### config.mk
export PLATFORM = sky130hd
export DESIGN_NAME = flash_prog_ctrl
export DESIGN_NICKNAME = d
export VERILOG_FILES = /design/src/rtl/flash_pkg.sv /design/src/rtl/flash_wait_timer.sv /design/src/rtl/flash_prog_ctrl.sv
export SDC_FILE = /design/constraint.sdc
export NUM_CORES = 1
export LEC_CHECK = 0
export CELL_PAD_IN_SITES_DETAIL_PLACEMENT = 0
export CELL_PAD_IN_SITES_GLOBAL_PLACEMENT = 1
export CORE_MARGIN = 2
export CORE_UTILIZATION = 38
export CTS_BUF_LIST = sky130_fd_sc_hd__clkbuf_4
export DETAILED_ROUTE_END_ITERATION = 8
export PLACE_DENSITY_LB_ADDON = 0.1
export SYNTH_ARGS = -nofsm -noshare
export SYNTH_HDL_FRONTEND = slang
export SYNTH_SLANG_ARGS = --single-unit
export TNS_END_PERCENT = 50
### constraint.sdc
create_clock -name clk -period 2.1 [get_ports clk]
set_clock_uncertainty 0.1 [all_clocks]
set_input_delay 0.21 -clock clk [delete_from_list [all_inputs] [get_ports clk]]
set_output_delay 0.21 -clock clk [all_outputs]
set_load 0.03 [all_outputs]
### src/rtl/flash_pkg.sv
// Shared definitions for the flash programming controller: state encoding
// and default geometry/timeout values.
package flash_pkg;

  localparam int unsigned PAGE_BYTES_DEF  = 256;
  localparam int unsigned ACK_TIMEOUT_DEF = 1023;
  localparam int unsigned BYTE_CNT_W      = 17;

  typedef enum logic [2:0] {
    ST_IDLE,
    ST_ARM,
    ST_CHECK,
    ST_FETCH,
    ST_PRESENT,
    ST_WAIT_ACK,
    ST_PAGE_GAP,
    ST_FINISH
  } state_t;

endpackage

### src/rtl/flash_wait_timer.sv
// Loadable down-counter; expired is high while the count sits at zero.
module flash_wait_timer #(
  parameter int unsigned WIDTH = 10
) (
  input  logic             clk,
  input  logic             rst,
  input  logic             load,
  input  logic             en,
  input  logic [WIDTH-1:0] load_val,
  output logic             expired
);

  logic [WIDTH-1:0] count;

  // Load wins over counting; the count parks at zero rather than wrapping.
  always_ff @(posedge clk) begin
    if (rst) begin
      count <= '0;
    end else if (load) begin
      count <= load_val;
    end else if (en && (count != '0)) begin
      count <= count - WIDTH'(1);
    end
  end

  assign expired = (count == '0);

endmodule

### src/rtl/flash_prog_ctrl.sv
// Sequences 16-bit FIFO words out as bytes to a page-based SPI flash writer,
// with ack timeout, page gaps and base-path read pass-through while idle.
module flash_prog_ctrl
  import flash_pkg::*;
#(
  parameter int unsigned PAGE_BYTES  = PAGE_BYTES_DEF,
  parameter int unsigned ACK_TIMEOUT = ACK_TIMEOUT_DEF
) (
  input  logic        clk,
  input  logic        rst,
  input  logic        start,
  input  logic [15:0] len_words,
  input  logic        abort,
  input  logic [9:0]  fifo_cnt,
  input  logic        base_req,
  input  logic        spi_busy,
  input  logic        spi_ack,
  output logic        f_prog,
  output logic        rd_flash,
  output logic        rd_base,
  output logic        spi_wr,
  output logic        page_done,
  output logic        busy,
  output logic        done,
  output logic        err
);

  localparam int unsigned PAGE_W = $clog2(PAGE_BYTES);
  localparam int unsigned TMR_W  = $clog2(ACK_TIMEOUT + 1);
  // Timer is loaded in FETCH and runs from the first spi_wr cycle, so the
  // job gives up after exactly ACK_TIMEOUT cycles of spi_wr without an ack.
  localparam logic [TMR_W-1:0] TMR_LOAD = TMR_W'(ACK_TIMEOUT - 1);

  state_t state, state_nxt;

  logic [BYTE_CNT_W-1:0] byte_cnt;
  logic [BYTE_CNT_W-1:0] byte_total;
  logic [BYTE_CNT_W-1:0] cnt_inc;
  logic                  arm_cnt;
  logic                  pop_hold;
  logic                  err_q;
  logic                  done_q;
  logic                  page_done_q;

  logic start_ok;
  logic ack_take;
  logic timeout;
  logic done_set;
  logic tmr_load;
  logic tmr_en;
  logic tmr_expired;
  logic last_byte;
  logic page_end;

  assign cnt_inc   = byte_cnt + BYTE_CNT_W'(1);
  assign last_byte = (cnt_inc == byte_total);
  assign page_end  = (cnt_inc[PAGE_W-1:0] == '0);

  flash_wait_timer #(
    .WIDTH(TMR_W)
  ) u_ack_timer (
    .clk     (clk),
    .rst     (rst),
    .load    (tmr_load),
    .en      (tmr_en),
    .load_val(TMR_LOAD),
    .expired (tmr_expired)
  );

  // Next-state logic; abort overrides everything outside IDLE, including
  // an ack arriving in the same cycle.
  always_comb begin
    state_nxt = state;
    start_ok  = 1'b0;
    ack_take  = 1'b0;
    timeout   = 1'b0;
    done_set  = 1'b0;
    tmr_load  = 1'b0;
    tmr_en    = 1'b0;

    case (state)
      ST_IDLE: begin
        if (start) begin
          start_ok = 1'b1;
          if (len_words != '0) begin
            state_nxt = ST_ARM;
          end else begin
            done_set = 1'b1;
          end
        end
      end
      ST_ARM: begin
        if (arm_cnt) begin
          state_nxt = ST_CHECK;
        end
      end
      ST_CHECK: begin
        // Low bytes come from the word already loaded; high bytes need a
        // FIFO word, and the count is ignored for a cycle after a pop.
        if (!pop_hold && (byte_cnt[0] || (fifo_cnt != '0))) begin
          state_nxt = ST_FETCH;
        end
      end
      ST_FETCH: begin
        tmr_load  = 1'b1;
        state_nxt = ST_PRESENT;
      end
      ST_PRESENT: begin
        tmr_en    = 1'b1;
        state_nxt = ST_WAIT_ACK;
      end
      ST_WAIT_ACK: begin
        tmr_en = 1'b1;
        if (spi_ack) begin
          ack_take = 1'b1;
          if (last_byte) begin
            state_nxt = ST_FINISH;
          end else if (page_end) begin
            state_nxt = ST_PAGE_GAP;
          end else begin
            state_nxt = ST_CHECK;
          end
        end else if (tmr_expired) begin
          timeout   = 1'b1;
          state_nxt = ST_IDLE;
        end
      end
      ST_PAGE_GAP: begin
        if (!spi_busy) begin
          state_nxt = ST_CHECK;
        end
      end
      ST_FINISH: begin
        if (!spi_busy) begin
          done_set  = 1'b1;
          state_nxt = ST_IDLE;
        end
      end
      default: begin
        state_nxt = ST_IDLE;
      end
    endcase

    if (abort && (state != ST_IDLE)) begin
      state_nxt = ST_IDLE;
      ack_take  = 1'b0;
      timeout   = 1'b0;
      done_set  = 1'b0;
    end
  end

  // State, counters and the registered pulse/sticky outputs.
  always_ff @(posedge clk) begin
    if (rst) begin
      state       <= ST_IDLE;
      byte_cnt    <= '0;
      byte_total  <= '0;
      arm_cnt     <= 1'b0;
      pop_hold    <= 1'b0;
      err_q       <= 1'b0;
      done_q      <= 1'b0;
      page_done_q <= 1'b0;
    end else begin
      state       <= state_nxt;
      done_q      <= done_set;
      page_done_q <= ack_take && (last_byte || page_end);
      arm_cnt     <= (state == ST_ARM) ? ~arm_cnt : 1'b0;

      if (state == ST_CHECK) begin
        pop_hold <= 1'b0;
      end

      if (start_ok) begin
        byte_total <= {len_words, 1'b0};
        byte_cnt   <= '0;
        err_q      <= 1'b0;
        pop_hold   <= 1'b0;
      end

      if (ack_take) begin
        byte_cnt <= cnt_inc;
        if (byte_cnt[0]) begin
          pop_hold <= 1'b1;
        end
      end

      if (timeout) begin
        err_q <= 1'b1;
      end
    end
  end

  assign busy      = (state != ST_IDLE);
  assign f_prog    = (state != ST_IDLE);
  assign rd_flash  = (state == ST_FETCH);
  assign spi_wr    = (state == ST_PRESENT) || (state == ST_WAIT_ACK);
  assign rd_base   = !rst && (state == ST_IDLE) && base_req && (fifo_cnt != '0);
  assign page_done = page_done_q;
  assign done      = done_q;
  assign err       = err_q;

endmodule

==> results.md <==
- Outcome: complete, but fails checks
- Failing checks: setup timing
- Fraction of layout instances using a drive strength above 1: 22.9%
- Antenna diode count: 0
- Number of cell rows: 32
- Final hold viol count: 0
- Mapped cell area: 2980 um^2
- Fin nets: 501
- First-pass GRT wire length: 13500 um
- CP max-delay cell: or4_4
- Die area: between 8000 and 9000 um^2
- Routed wire length: just over 8000 um
- CP max stage delay: approximately 0.55 ns
- Synth Warn #: 0
- Hold path start: len_words[7]
- # port buffers: 40
- Clock H-tree levels: 2
- Average instance area after synthesis: 7.60 um^2
- Arrival @ worst endpoint: 2.40 ns
- Final Max Tran Viols: 0
- Num CTS Buffers: 5
- Initial antenna violation count: 0
- Cts hold-fix bufs: 0
- Met3 routed WL: 314 um
- Critical path cell sequence: or4_4, nor4_4, nand3b_4, nor3b_4, or3_1, o221a_1
- Synth async-reset ratio: 0%
- Root cell of the clock tree: clkbuf_4
- Crit path kind: register to register
- Tmin final: 2.22 ns
- I/O pin count: 41
- Max-cap violations: 0
- Number of global-route vias before repair: roughly 2700
- Post-Place Cells: 559
- CP startpoint: u_ack_timer.count[2]
- Drt wl/cell: 14.4 um
- Filler cells: 749
- Maximum root-to-sink buffer count: 2
- Metal-1 WL: ~4200 um
- Ys flop type: dfxtp_1
- Pwr dens: approximately 860 nW/um^2
- GPL Wtd Cong: 0.830
- VDD IR-drop max: 0.629 mV
- Area growth from synthesis to layout: 34.7%
- Worst path required time: 2.28 ns
- Syn Inst Count: 392
- Clock insertion delay at the later pin of the skew report: 0.38 ns
- Setup violators final: 6
- CP Max Fanout: 3
- Syn_nets: 427
- Register bit total from synthesis: a little over 50
- RSZ-0062 raised after global routing: yes
- Number of synthesized flops with an enable pin: 0
- Post-detailed-route via-to-cell ratio: 5.28
- CTS tree: done
- Global route total overflow: 0
- Dpl cell area: 3810 um^2
- DR WL met2: 3610 um
- Fmax: around 450 MHz
- Worst setup SP type: register
- Clock sinks: 51
- Initial core utilization: 39.0%
- DP Worst Slack: -0.105 ns
- Finished Layout Cells: ~570
- Final worst slack: -0.120 ns
- Final worst-path cycle share: 106%
- GRT Util Overall: 19.6%
- Pin count of the biggest net entering global routing: 49
- Register area share after synthesis: around a third
- Reg2Reg Launch Point: u_ack_timer.count[2]
- Via count: 3004
- Yosys cell types: 55
- Core Footprint: 7650 um^2
- Initial DRT Pass Iterations: 4
- Die width: 92.5 um
- Reg clk slew, reported paths: 0.16 ns
- Hold crit path type: input pin to register
- Uppermost layer routed: met4
- Residual DRC: 0
- Die H: 92.5 um
- CP endpoint kind: register
- Worst hold slack: 0.293 ns
- DP HPWL: ~6000 um
- Leak pwr: 1.58 nW
- Worst Tran Pin Value: 0.554 ns
- Fin area: 4010 um^2
- Routed Antenna Nets: 0
- Initial DRC count: 165
- Slew margin rel.: 63.1%
[flip-flops by register name (all words and copies together), names as in the netlist]
name and cells:
arm_cnt 1, u_ack_timer.count 10, pop_hold 1, byte_cnt 17
err 1, page_done 1, state 3, byte_total 16
done 1
[critical path: cells and delay by family, from the launching register on]
family          cells  cell delay, ns
flops               1            0.36
simple gates        5            1.44
compound gates      1            0.24
[logic make-up (layout without fill, tap and decap cells)]
group	Yosys count	in the layout	synth area share (%)
buffers and inverters	40	115	5.71
AND/OR/NAND/NOR	164	164	29.0
AO/OA/AOI/OAI	101	101	20.0
flip-flops	51	51	34.3
XOR/XNOR	30	30	8.82
multiplexers	4	4	1.39
adder cells (fa/ha/maj)	2	2	0.840
[cell usage in the layout (no fill, tap or decap), drive strengths merged, types with 3 or more instances in the layout]
cell | netlist | routed
o21ai | 21 | 21
nand4 | 6 | 6
inv | 11 | 12
a31oi | 5 | 5
xnor2 | 10 | 10
nand3 | 14 | 14
nand4b | 3 | 3
nor4 | 11 | 11
clkbuf | 17 | 7
buf | 12 | 56
mux2i | 3 | 3
a21oi | 52 | 52
a311oi | 3 | 3
nand2 | 53 | 53
and2 | 5 | 5
xor2 | 20 | 20
clkdlybuf4s50 | 0 | 35
dfxtp | 51 | 51
nand2b | 3 | 3
and3 | 5 | 5
dlygate4sd2 | 0 | 4
nand3b | 9 | 9
o2111ai | 3 | 3
nor2 | 35 | 35
nor3 | 5 | 5
or3 | 4 | 4
[power breakdown]
group,total [W],internal [W],switching [W]
clock network,0.000485,0.000149,0.000335
logic,0.00168,0.000788,0.000892
registers,0.00128,0.00112,0.000161
[synthesized netlist by cell type, types with 3 or more instances]
cell | instances | area [um^2]
a21oi_1 | 52 | 260
a311oi_1 | 3 | 26.3
a31oi_1 | 5 | 31.3
and2_1 | 4 | 25.0
and3_1 | 5 | 31.3
buf_2 | 11 | 55.1
clkbuf_1 | 15 | 56.3
dfxtp_1 | 51 | 1020
inv_1 | 11 | 41.3
mux2i_1 | 3 | 30.0
nand2_1 | 53 | 199
nand2b_1 | 3 | 18.8
nand3_1 | 14 | 70.1
nand3b_1 | 8 | 60.1
nand4_1 | 5 | 31.3
nand4b_1 | 3 | 26.3
nor2_1 | 35 | 131
nor3_1 | 4 | 20.0
nor4_1 | 10 | 62.6
o2111ai_1 | 3 | 26.3
o21ai_0 | 21 | 105
or3_1 | 4 | 25.0
xnor2_1 | 10 | 87.6
xor2_1 | 20 | 175
[layout make-up]
class	count	area, um^2	area share [%]
clock buffer	6	45.0	1.12
multi-input combinational	301	1930	48.2
timing repair buffer	96	815	20.3
sequential	51	1030	25.8
inverter	11	41.3	1.03
tap	102	128	3.18
clock inverter	2	16.3	0.405
[repair_timing]
item,in CTS,in global routing
endpoints found under the setup margin,9,19
pin swaps,0,12
resized for setup,8,34
hold endpoints to repair,0,0
setup buffers,0,2
[through the flow]
| step | setup TNS [ns] | utilization, % | total power [W] |
|---|---|---|---|
| 6_report | -0.205 | 52.5 | 0.00345 |
| 5_1_grt | -1.47 | 52.5 | 0.00372 |
| 4_1_cts | -0.231 | 50.7 | 0.00338 |
| 3_5_place_dp | -0.308 | 49.9 | 0.00292 |
| 3_3_place_gp | -0.182 | 49.9 | 0.00290 |
| 2_1_floorplan | 0 | - | 0.00236 |
[layer usage]
metal	up-vias	GRT usage [%]
met5	-	0
met3	4	2.77
met1	1409	28.0
met4	0	4.73
met2	61	31.1
li1	1530	-
[final timing paths]
kind,end,slack [ns],depth (start not counted)
min reg2reg,arm_cnt,0.35,1
max reg2reg,state[2],-0.12,6
min,byte_total[8],0.29,3
max,state[2],-0.12,6
Note: power is estimated with default switching activity, not from simulation.
